<file path="config.mk">
export PLATFORM = sky130hd
export DESIGN_NAME = uart_rx
export DESIGN_NICKNAME = d
export VERILOG_FILES = /design/src/rtl/uart_rx.sv
export SDC_FILE = /design/constraint.sdc
export NUM_CORES = 1
export LEC_CHECK = 0
export ABC_CLOCK_PERIOD_IN_PS = 9250
export CORE_ASPECT_RATIO = 1.4
export CORE_MARGIN = 2
export CORE_UTILIZATION = 63
export DETAILED_ROUTE_END_ITERATION = 12
export GPL_ROUTABILITY_DRIVEN = 0
export PLACE_DENSITY = 0.86
export SLEW_MARGIN = 25
export SYNTH_ARGS = -nofsm -noshare
export SYNTH_HDL_FRONTEND = slang
export SYNTH_SLANG_ARGS = --single-unit
</file>
<file path="constraint.sdc">
create_clock -name main_clk_i -period 9.25 [get_ports main_clk_i]
set_input_delay 1.85 -clock main_clk_i [delete_from_list [all_inputs] [get_ports main_clk_i]]
set_output_delay 1.85 -clock main_clk_i [all_outputs]
set_load 0.005 [all_outputs]
</file>
<file path="src/rtl/uart_rx.sv">
// -----------------------------------------------------------------------------
// uart_rx
// UART receive engine. Receives the 8N1-style frames that uart_core transmits:
// the asynchronous line is synchronised, a falling edge starts a frame, the
// start bit is re-checked half a bit later, DATA_WIDTH data bits are sampled
// mid-bit LSB first, and the stop bit is checked. Good bytes land in a
// one-entry valid/ready output buffer.
//
// Handshake: a byte is transferred on every clock edge where
// rx_valid_o & rx_ready_i. While rx_valid_o is high and rx_ready_i is low,
// rx_valid_o and rx_data_o hold their values.
//
// Ports
//   main_clk_i    in   1           clock
//   main_rst_i    in   1           synchronous, active-high reset
//   ena_i         in   1           receiver enable; low aborts any frame
//   div_i         in   DIV_WIDTH   clocks per bit (values below 4 act as 4)
//   uart_rx_i     in   1           serial line, idle high, asynchronous
//   rx_data_o     out  DATA_WIDTH  received byte
//   rx_valid_o    out  1           rx_data_o holds an unconsumed byte
//   rx_ready_i    in   1           consumer accepts the byte this cycle
//   busy_o        out  1           a frame is being received
//   frame_err_o   out  1           one-cycle pulse: stop bit sampled low
//   overrun_o     out  1           one-cycle pulse: byte dropped, buffer full
//   dbg_state_o   out  2           current FSM state (IDLE/START/DATA/STOP)
// -----------------------------------------------------------------------------
module uart_rx #(
  parameter int DATA_WIDTH  = 8,
  parameter int DIV_WIDTH   = 16,
  parameter int SYNC_STAGES = 2
) (
  input  logic                  main_clk_i,
  input  logic                  main_rst_i,
  input  logic                  ena_i,
  input  logic [DIV_WIDTH-1:0]  div_i,
  input  logic                  uart_rx_i,
  output logic [DATA_WIDTH-1:0] rx_data_o,
  output logic                  rx_valid_o,
  input  logic                  rx_ready_i,
  output logic                  busy_o,
  output logic                  frame_err_o,
  output logic                  overrun_o,
  output logic [1:0]            dbg_state_o
);

  localparam int BIT_W = (DATA_WIDTH > 1) ? $clog2(DATA_WIDTH) : 1;

  typedef enum logic [1:0] {
    S_IDLE  = 2'd0,
    S_START = 2'd1,
    S_DATA  = 2'd2,
    S_STOP  = 2'd3
  } state_t;

  // ---------------------------------------------------------------------------
  // Input synchroniser and falling-edge detect. Flops reset to 1 so an idle
  // line coming out of reset never looks like a start bit.
  // ---------------------------------------------------------------------------
  logic [SYNC_STAGES-1:0] r_sync;
  logic                   r_prev;
  logic                   w_rxs;
  logic                   w_fall;

  always_ff @(posedge main_clk_i) begin
    if (main_rst_i) begin
      r_sync <= '1;
      r_prev <= 1'b1;
    end else begin
      r_sync <= {r_sync[SYNC_STAGES-2:0], uart_rx_i};
      r_prev <= w_rxs;
    end
  end

  assign w_rxs  = r_sync[SYNC_STAGES-1];
  assign w_fall = r_prev & ~w_rxs;

  // ---------------------------------------------------------------------------
  // Bit timing. The divisor is captured when a frame starts so a register
  // write in the middle of a frame cannot distort it.
  // ---------------------------------------------------------------------------
  logic [DIV_WIDTH-1:0] w_div_eff;
  logic [DIV_WIDTH-1:0] r_div;
  logic [DIV_WIDTH-1:0] r_cnt;
  logic [DIV_WIDTH-1:0] w_half_last;
  logic [DIV_WIDTH-1:0] w_bit_last;

  assign w_div_eff   = (div_i < DIV_WIDTH'(4)) ? DIV_WIDTH'(4) : div_i;
  assign w_half_last = (r_div >> 1) - DIV_WIDTH'(1);
  assign w_bit_last  = r_div - DIV_WIDTH'(1);

  // ---------------------------------------------------------------------------
  // Receive FSM plus output buffer, all registered.
  // ---------------------------------------------------------------------------
  state_t                r_state;
  logic [BIT_W-1:0]      r_bit;
  logic [DATA_WIDTH-1:0] r_shreg;
  logic [DATA_WIDTH-1:0] r_data;
  logic                  r_valid;
  logic                  r_frame_err;
  logic                  r_overrun;

  always_ff @(posedge main_clk_i) begin
    if (main_rst_i) begin
      r_state     <= S_IDLE;
      r_cnt       <= '0;
      r_bit       <= '0;
      r_div       <= '0;
      r_shreg     <= '0;
      r_data      <= '0;
      r_valid     <= 1'b0;
      r_frame_err <= 1'b0;
      r_overrun   <= 1'b0;
    end else begin
      r_frame_err <= 1'b0;
      r_overrun   <= 1'b0;

      // Consumer side of the buffer; a delivery below overrides this clear.
      if (r_valid && rx_ready_i) begin
        r_valid <= 1'b0;
      end

      if (!ena_i) begin
        // Disable aborts silently; the buffer keeps working.
        r_state <= S_IDLE;
        r_cnt   <= '0;
        r_bit   <= '0;
      end else begin
        case (r_state)
          S_IDLE: begin
            // Edge, not level: a line held low (break) never restarts.
            if (w_fall) begin
              r_state <= S_START;
              r_cnt   <= '0;
              r_div   <= w_div_eff;
            end
          end

          S_START: begin
            if (r_cnt == w_half_last) begin
              r_cnt <= '0;
              r_bit <= '0;
              // Line back high at mid start bit: a glitch, drop it quietly.
              r_state <= w_rxs ? S_IDLE : S_DATA;
            end else begin
              r_cnt <= r_cnt + DIV_WIDTH'(1);
            end
          end

          S_DATA: begin
            if (r_cnt == w_bit_last) begin
              r_cnt          <= '0;
              r_shreg[r_bit] <= w_rxs;
              if (r_bit == BIT_W'(DATA_WIDTH - 1)) begin
                r_state <= S_STOP;
              end else begin
                r_bit <= r_bit + BIT_W'(1);
              end
            end else begin
              r_cnt <= r_cnt + DIV_WIDTH'(1);
            end
          end

          S_STOP: begin
            if (r_cnt == w_bit_last) begin
              r_cnt   <= '0;
              r_state <= S_IDLE;
              if (!w_rxs) begin
                r_frame_err <= 1'b1;
              end else if (!r_valid || rx_ready_i) begin
                r_data  <= r_shreg;
                r_valid <= 1'b1;
              end else begin
                r_overrun <= 1'b1;
              end
            end else begin
              r_cnt <= r_cnt + DIV_WIDTH'(1);
            end
          end

          default: begin
            r_state <= S_IDLE;
            r_cnt   <= '0;
            r_bit   <= '0;
          end
        endcase
      end
    end
  end

  assign rx_data_o   = r_data;
  assign rx_valid_o  = r_valid;
  assign frame_err_o = r_frame_err;
  assign overrun_o   = r_overrun;
  assign busy_o      = (r_state != S_IDLE);
  assign dbg_state_o = r_state;

endmodule

</file>
==> results of run 1 <==
==> per-layer routing <==
layer	wire length (um)	GRT usage, %
met5	0	0
met4	469	15.7
met3	389	6.33
met2	5080	52.8
met1	3820	31.5
==> power by group <==
part	switching, mW	internal [mW]
Clock	0.107	0.130
Combinational	0.0367	0.0316
Sequential	0.00624	0.257
==> state kept, by name, indices dropped and copies added (netlist names), named ones only <==
register,cells
r_div,16
overrun_o,1
r_shreg,8
rx_data_o,8
r_sync,2
rx_valid_o,1
r_cnt,16
dbg_state_o,1
r_bit,3
frame_err_o,1
r_prev,1
==> worst reg2reg max path, stage by stage (launching register included) <==
cell and delay (ps):
dfxtp_1 400, inv_1 220, ha_1 280, nor4b_2 380, nand3_1 200, a211o_1 300, a211o_1 370, nor4_4 690
nand3_4 310, mux2i_1 240
==> cell usage in the layout (no fill, tap or decap), drive strengths merged, types with 6 or more instances in the layout <==
cell	instances
nor3	15
xnor2	21
nand2	63
o221ai	10
or4	6
dfxtp	59
o21ai	12
and3	11
nor2b	6
nand2b	20
nand3	15
and2	6
nor2	25
clkdlybuf4s50	34
a21oi	21
xor2	17
a31oi	8
mux2i	20
nand4	11
nor4	12
clkbuf	11
inv	15
==> worst max path at each step <==
stage | from | endpoint | slack [ps] | cells after the start
after detailed placement | ena_i | r_cnt[8]$_SDFFE_PP0P_ | 5330 | 5
after global placement | ena_i | r_cnt[8]$_SDFFE_PP0P_ | 5270 | 4
after floorplan | r_div[1]$_SDFFE_PP0P_ | dbg_state_o[0]$_SDFFE_PP0P_ | 6320 | 10
after CTS | dbg_state_o[0]$_SDFFE_PP0P_ | busy_o | 5580 | 3
after global routing | ena_i | r_cnt[8]$_SDFFE_PP0P_ | 5460 | 5
final | dbg_state_o[0]$_SDFFE_PP0P_ | busy_o | 5520 | 3
==> cell families (layout without fill, tap and decap cells) <==
logic type | after synthesis | count (layout) | share of synthesized area (%)
AND/OR/NAND/NOR | 215 | 215 | 30.4
AO/OA/AOI/OAI | 91 | 91 | 16.9
buffers and inverters | 62 | 67 | 6.71
flip-flops | 59 | 59 | 30.2
XOR/XNOR | 38 | 38 | 8.50
multiplexers | 22 | 22 | 5.78
adder cells (fa/ha/maj) | 5 | 5 | 1.60
==> cell type report <==
class	instances	area [um^2]	share of cell area [%]
Clock inverter	5	52.6	1.21
Clock buffer	11	141	3.25
Inverter	15	56.3	1.29
Sequential cell	59	1180	27.1
Timing Repair Buffer	36	355	8.17
Multi-Input combinational cell	371	2470	56.9
Tap cell	72	90.1	2.07
==> out/metrics.yaml, run 1 <==
critical_path:
  crit_fanout: 13
  critPathKind: "reg2out"
  crit_slowest_cell: "dfxtp_1"
  required_ps: 7400
  endpoint_kind: "output port"
  rr_worst_depth: 9
  critPathTopFamily: "flip-flops"
  reg2reg_to: "rx_data_o[0]$_SDFFE_PP0P_"
  crit_buf_inv: 2
  worstPathArrival_ps: 1880
  cpPeakStageDelay_ps: 670
  regToRegStartpoint: "r_div[1]$_SDFFE_PP0P_"
  critPathLaunchType: "flip-flop"
  reg2reg_slack_ps: 5780
  crit_chain: "nor2_1 > inv_1 > clkdlybuf4s50_1"
synth:
  async_flop_share_pct: 0
  synthDistinctLibCells: 64
  synth_seq_area_share_pct: 30.2
  synth_seq_cells: 59
  synth_flop_cell: "dfxtp_1"
  netlist_top_cells_count: "63 x nand2_1, 59 x dfxtp_1, 35 x clkbuf_1"
  synth_most_common_cell: "nand2_1"
  synth_top_area_share_pct: 30.2
  synth_area_leaders: "dfxtp_1 30%, nand2_1 6.0%, mux2i_1 4.9%"
  synth_edf_count: 0
  syn_inst: 492
  yosys.area.top_type: "dfxtp_1"
  avgSynthCellArea_um2: 7.96
  synth_warnings: 0
  syn_area_um2: 3920
  syn_nets: 518
worst_hold_path:
  hold_depth: 1
  hold_class: "reg2reg"
  min_from: "r_sync[0]$_SDFF_PP1_"
  hold_end: "r_sync[1]$_SDFF_PP1_"
clock_network:
  clockRootBuffer: "clkbuf_8"
  path_clk_slew_ps: 70
  cts_tree: "done"
  clockBufferDepth: 2
  clock_latency_ps: 360
  cts.sinks: 59
  ctsResizeCount: 0
  holdBufCountCts: 0
  numCtsBuffers: 9
  post_cts_buffers: 0
  cts-htree-levels: 3
sta:
  final-hold-violation-count: 0
  timing.final.max_slew_violations: 0
  finalHoldWorstSlack_ps: 420
  rsz0062_at_grt: "false"
  finalSetupTns_ps: 0
  timing.final.crit_share_pct: 40.3
  worst_slew_pin_slew_ps: 933
  layout_setup_ws_ps: 5520
  slew_headroom_pct: 37.6
  setup_violations: 0
  fmax_mhz: 268
  period_minus_slack_ps: 3730
  fin_skew_ps: 8.30
global_routing:
  grt_usage_pct: 29.4
  antenna_found_initial: 0
  grt_pass1_wl_um: 16400
  grt_pass1_vias: 3625
  grt_overflow: 0
  grt_max_degree: 40
final_layout:
  fill_cells: 505
  fin_util_pct: 71.0
  drive_above_1_share_pct: 7.04
  fin_nets: 518
  syn_to_final_growth_pct: 11.1
  design_area_um2: 4350
  diodes: 0
  final-instance-count-excl-fill: 569
power_and_ir_drop:
  p_leak_nw: 1.73
  power.density_nw_per_um2: 131
  power_uw: 569
  ir_drop_mv: 0.0953
routing:
  initialDrtViolationCount: 248
  routed_wl_um: 9760
  drc_errors: 0
  dr.pass1.iters: 7
  vias: 3670
  via_per_inst: 6.45
  wl_per_cell_um: 17.2
  ant_nets: 0
place:
  portBuffers: 34
  dpl.hpwl_um: 6940
  place_area_um2: 4160
  place_inst: 553
  dp_slack_ps: 5330
die:
  die_h_um: 97.3
  ioPinCount: 35
  die_w_um: 70.6
  fp.dieArea_um2: 6870
  core_um2: 6130
  start_util_pct: 63.9
  num_rows: 34
run:
  maxCapViolCount: 0
outcome:
  status: "completed"
Note: power is estimated with default switching activity, not from simulation.
==> run 2: changes to the inputs <==
Settings changed: ABC_CLOCK_PERIOD_IN_PS 9250 to 3100, CORE_UTILIZATION 63 to 53, PLACE_DENSITY 0.86 to 0.77.
Clock period 9.25 ns to 3.1 ns, I/O delays scaled along.
==> run 2 against run 1 <==
Wire length is 1.2% higher. Global-route usage decreased by 4.4 points. Sequential share of layout area shrank 1.2 points. Worst hold slack got worse by 7.8 ps. Largest power group is now clock. Register-to-register slack got worse by 5600 ps. Critical endpoint is now rx_data_o[0]$_SDFFE_PP0P_. Flip-flop and latch count stayed put.
==> out/metrics.yaml, run 2 (synthesized netlist as in run 1, its figures left out) <==
final_layout:
  fill_cells: 666
  drive_above_1_share_pct: 10.5
  fin_nets: 536
  syn_to_final_growth_pct: 16.2
  top_regs: "r_cnt x16, r_div x16"
  diodes: 0
  final_cell_mix: "63 x nand2_1, 59 x dfxtp_1, 34 x clkdlybuf4s50_1"
  mostFrequentLayoutCell: "nand2_1"
die:
  ioPinCount: 35
  num_rows: 37
  start_util_pct: 53.9
  fp.dieArea_um2: 8100
  die_w_um: 76.7
  core_um2: 7270
  die_h_um: 106
sta:
  final-hold-violation-count: 0
  setup_violations: 0
  timing.final.max_slew_violations: 0
  fmax_mhz: 343
  finalSetupTns_ps: 0
  worst_slew_pin_slew_ps: 512
  period_minus_slack_ps: 2920
  fin_skew_ps: 5.73
  slew_headroom_pct: 65.8
  rsz0062_at_grt: "false"
  finalHoldWorstSlack_ps: 412
  timing.final.crit_share_pct: 94.1
critical_path:
  required_ps: 3380
  critPathLaunchType: "flip-flop"
  worstPathArrival_ps: 3200
  critPathTopFamily: "simple AND/OR/NAND/NOR gates"
  crit_slowest_cell: "or4_1"
  cpPeakStageDelay_ps: 600
  crit_chain: "buf_4 > or4_1 > buf_4 > o41ai_2 > o32a_2 > mux2i_2 > nor4_4 > buf_4 > nand3_4 > mux2i_1"
  cp_common_cell: "buf_4"
  critPathKind: "reg2reg"
  crit_fanout: 15
  crit_buf_inv: 3
  endpoint_kind: "flip-flop"
clock_network:
  numCtsBuffers: 9
  post_cts_buffers: 0
  path_clk_slew_ps: 70
  clockBufferDepth: 2
  cts-htree-levels: 3
  clock_latency_ps: 360
  cts.sinks: 59
  clockRootBuffer: "clkbuf_8"
  cts_tree: "done"
global_routing:
  grt_max_degree: 39
  grt_pass1_wl_um: 16100
  grt_pass1_vias: 3497
  antenna_found_initial: 0
  grt_usage_pct: 25.0
  grt_overflow: 0
routing:
  wl_per_cell_um: 16.1
  routed_wl_um: 9880
  via_per_inst: 6.03
  drc_errors: 0
  ant_nets: 0
  vias: 3688
  initialDrtViolationCount: 200
  dr.pass1.iters: 5
place:
  dpl.hpwl_um: 7240
  portBuffers: 34
power_and_ir_drop:
  power.density_nw_per_um2: 394
  ir_drop_mv: 0.349
  p_leak_nw: 1.83
worst_hold_path:
  hold_class: "reg2reg"
run:
  maxCapViolCount: 0
outcome:
  status: "completed"
[run 2: worst paths after layout]
| kind | from | endpoint | depth (start not counted) | slack [ps] |
|---|---|---|---|---|
| hold reg to reg | r_sync[0]$_SDFF_PP1_ | r_sync[1]$_SDFF_PP1_ | 1 | 410 |
| setup reg to reg | r_div[3]$_SDFFE_PP0P_ | rx_data_o[0]$_SDFFE_PP0P_ | 10 | 180 |
| setup / recovery | r_div[3]$_SDFFE_PP0P_ | rx_data_o[0]$_SDFFE_PP0P_ | 10 | 180 |
| hold / removal | r_sync[0]$_SDFF_PP1_ | r_sync[1]$_SDFF_PP1_ | 1 | 410 |
[run 2: routing by layer]
| metal | vias to the layer above | global-route usage [%] | share of wire (%) |
|---|---|---|---|
| li1 | 1800 | - | - |
| met1 | 1768 | 27.0 | 41 |
| met2 | 84 | 44.4 | 52 |
| met3 | 36 | 4.37 | 3.4 |
| met4 | 0 | 16.4 | 4.2 |
| met5 | - | 0 | 0 |
[run 2: power by group]
part	switching, mW	internal [mW]
Sequential	0.0157	0.765
Combinational	0.114	0.104
Clock	0.336	0.457
[run 2: layout make-up]
cell class | instances | area [um^2] | share of cell area, %
Sequential cell | 59 | 1180 | 26.0
Timing Repair Buffer | 54 | 490 | 10.8
Clock buffer | 9 | 124 | 2.72
Tap cell | 97 | 121 | 2.67
Clock inverter | 7 | 103 | 2.25
Multi-Input combinational cell | 371 | 2470 | 54.4
Inverter | 15 | 56.3 | 1.24
[run 2: repair_timing]
action,in CTS,in global routing
hold buffers,0,0
hold endpoints to repair,0,0
resized for setup,0,1
endpoints found under the setup margin,0,1
[run 2: metrics by stage]
stage / setup WS [ps] / power, mW / utilization, % / cells / area [um^2]
floorplan: 168 / 0.941 / - / 492 / 3920
global placement: 289 / 1.01 / 59.5 / 596 / 4320
detailed placement: 221 / 1.01 / 59.5 / 596 / 4320
CTS: 183 / 1.80 / 62.6 / 612 / 4550
global route: 33.8 / 1.86 / 62.6 / 612 / 4550
finish: 184 / 1.79 / 62.6 / 612 / 4550
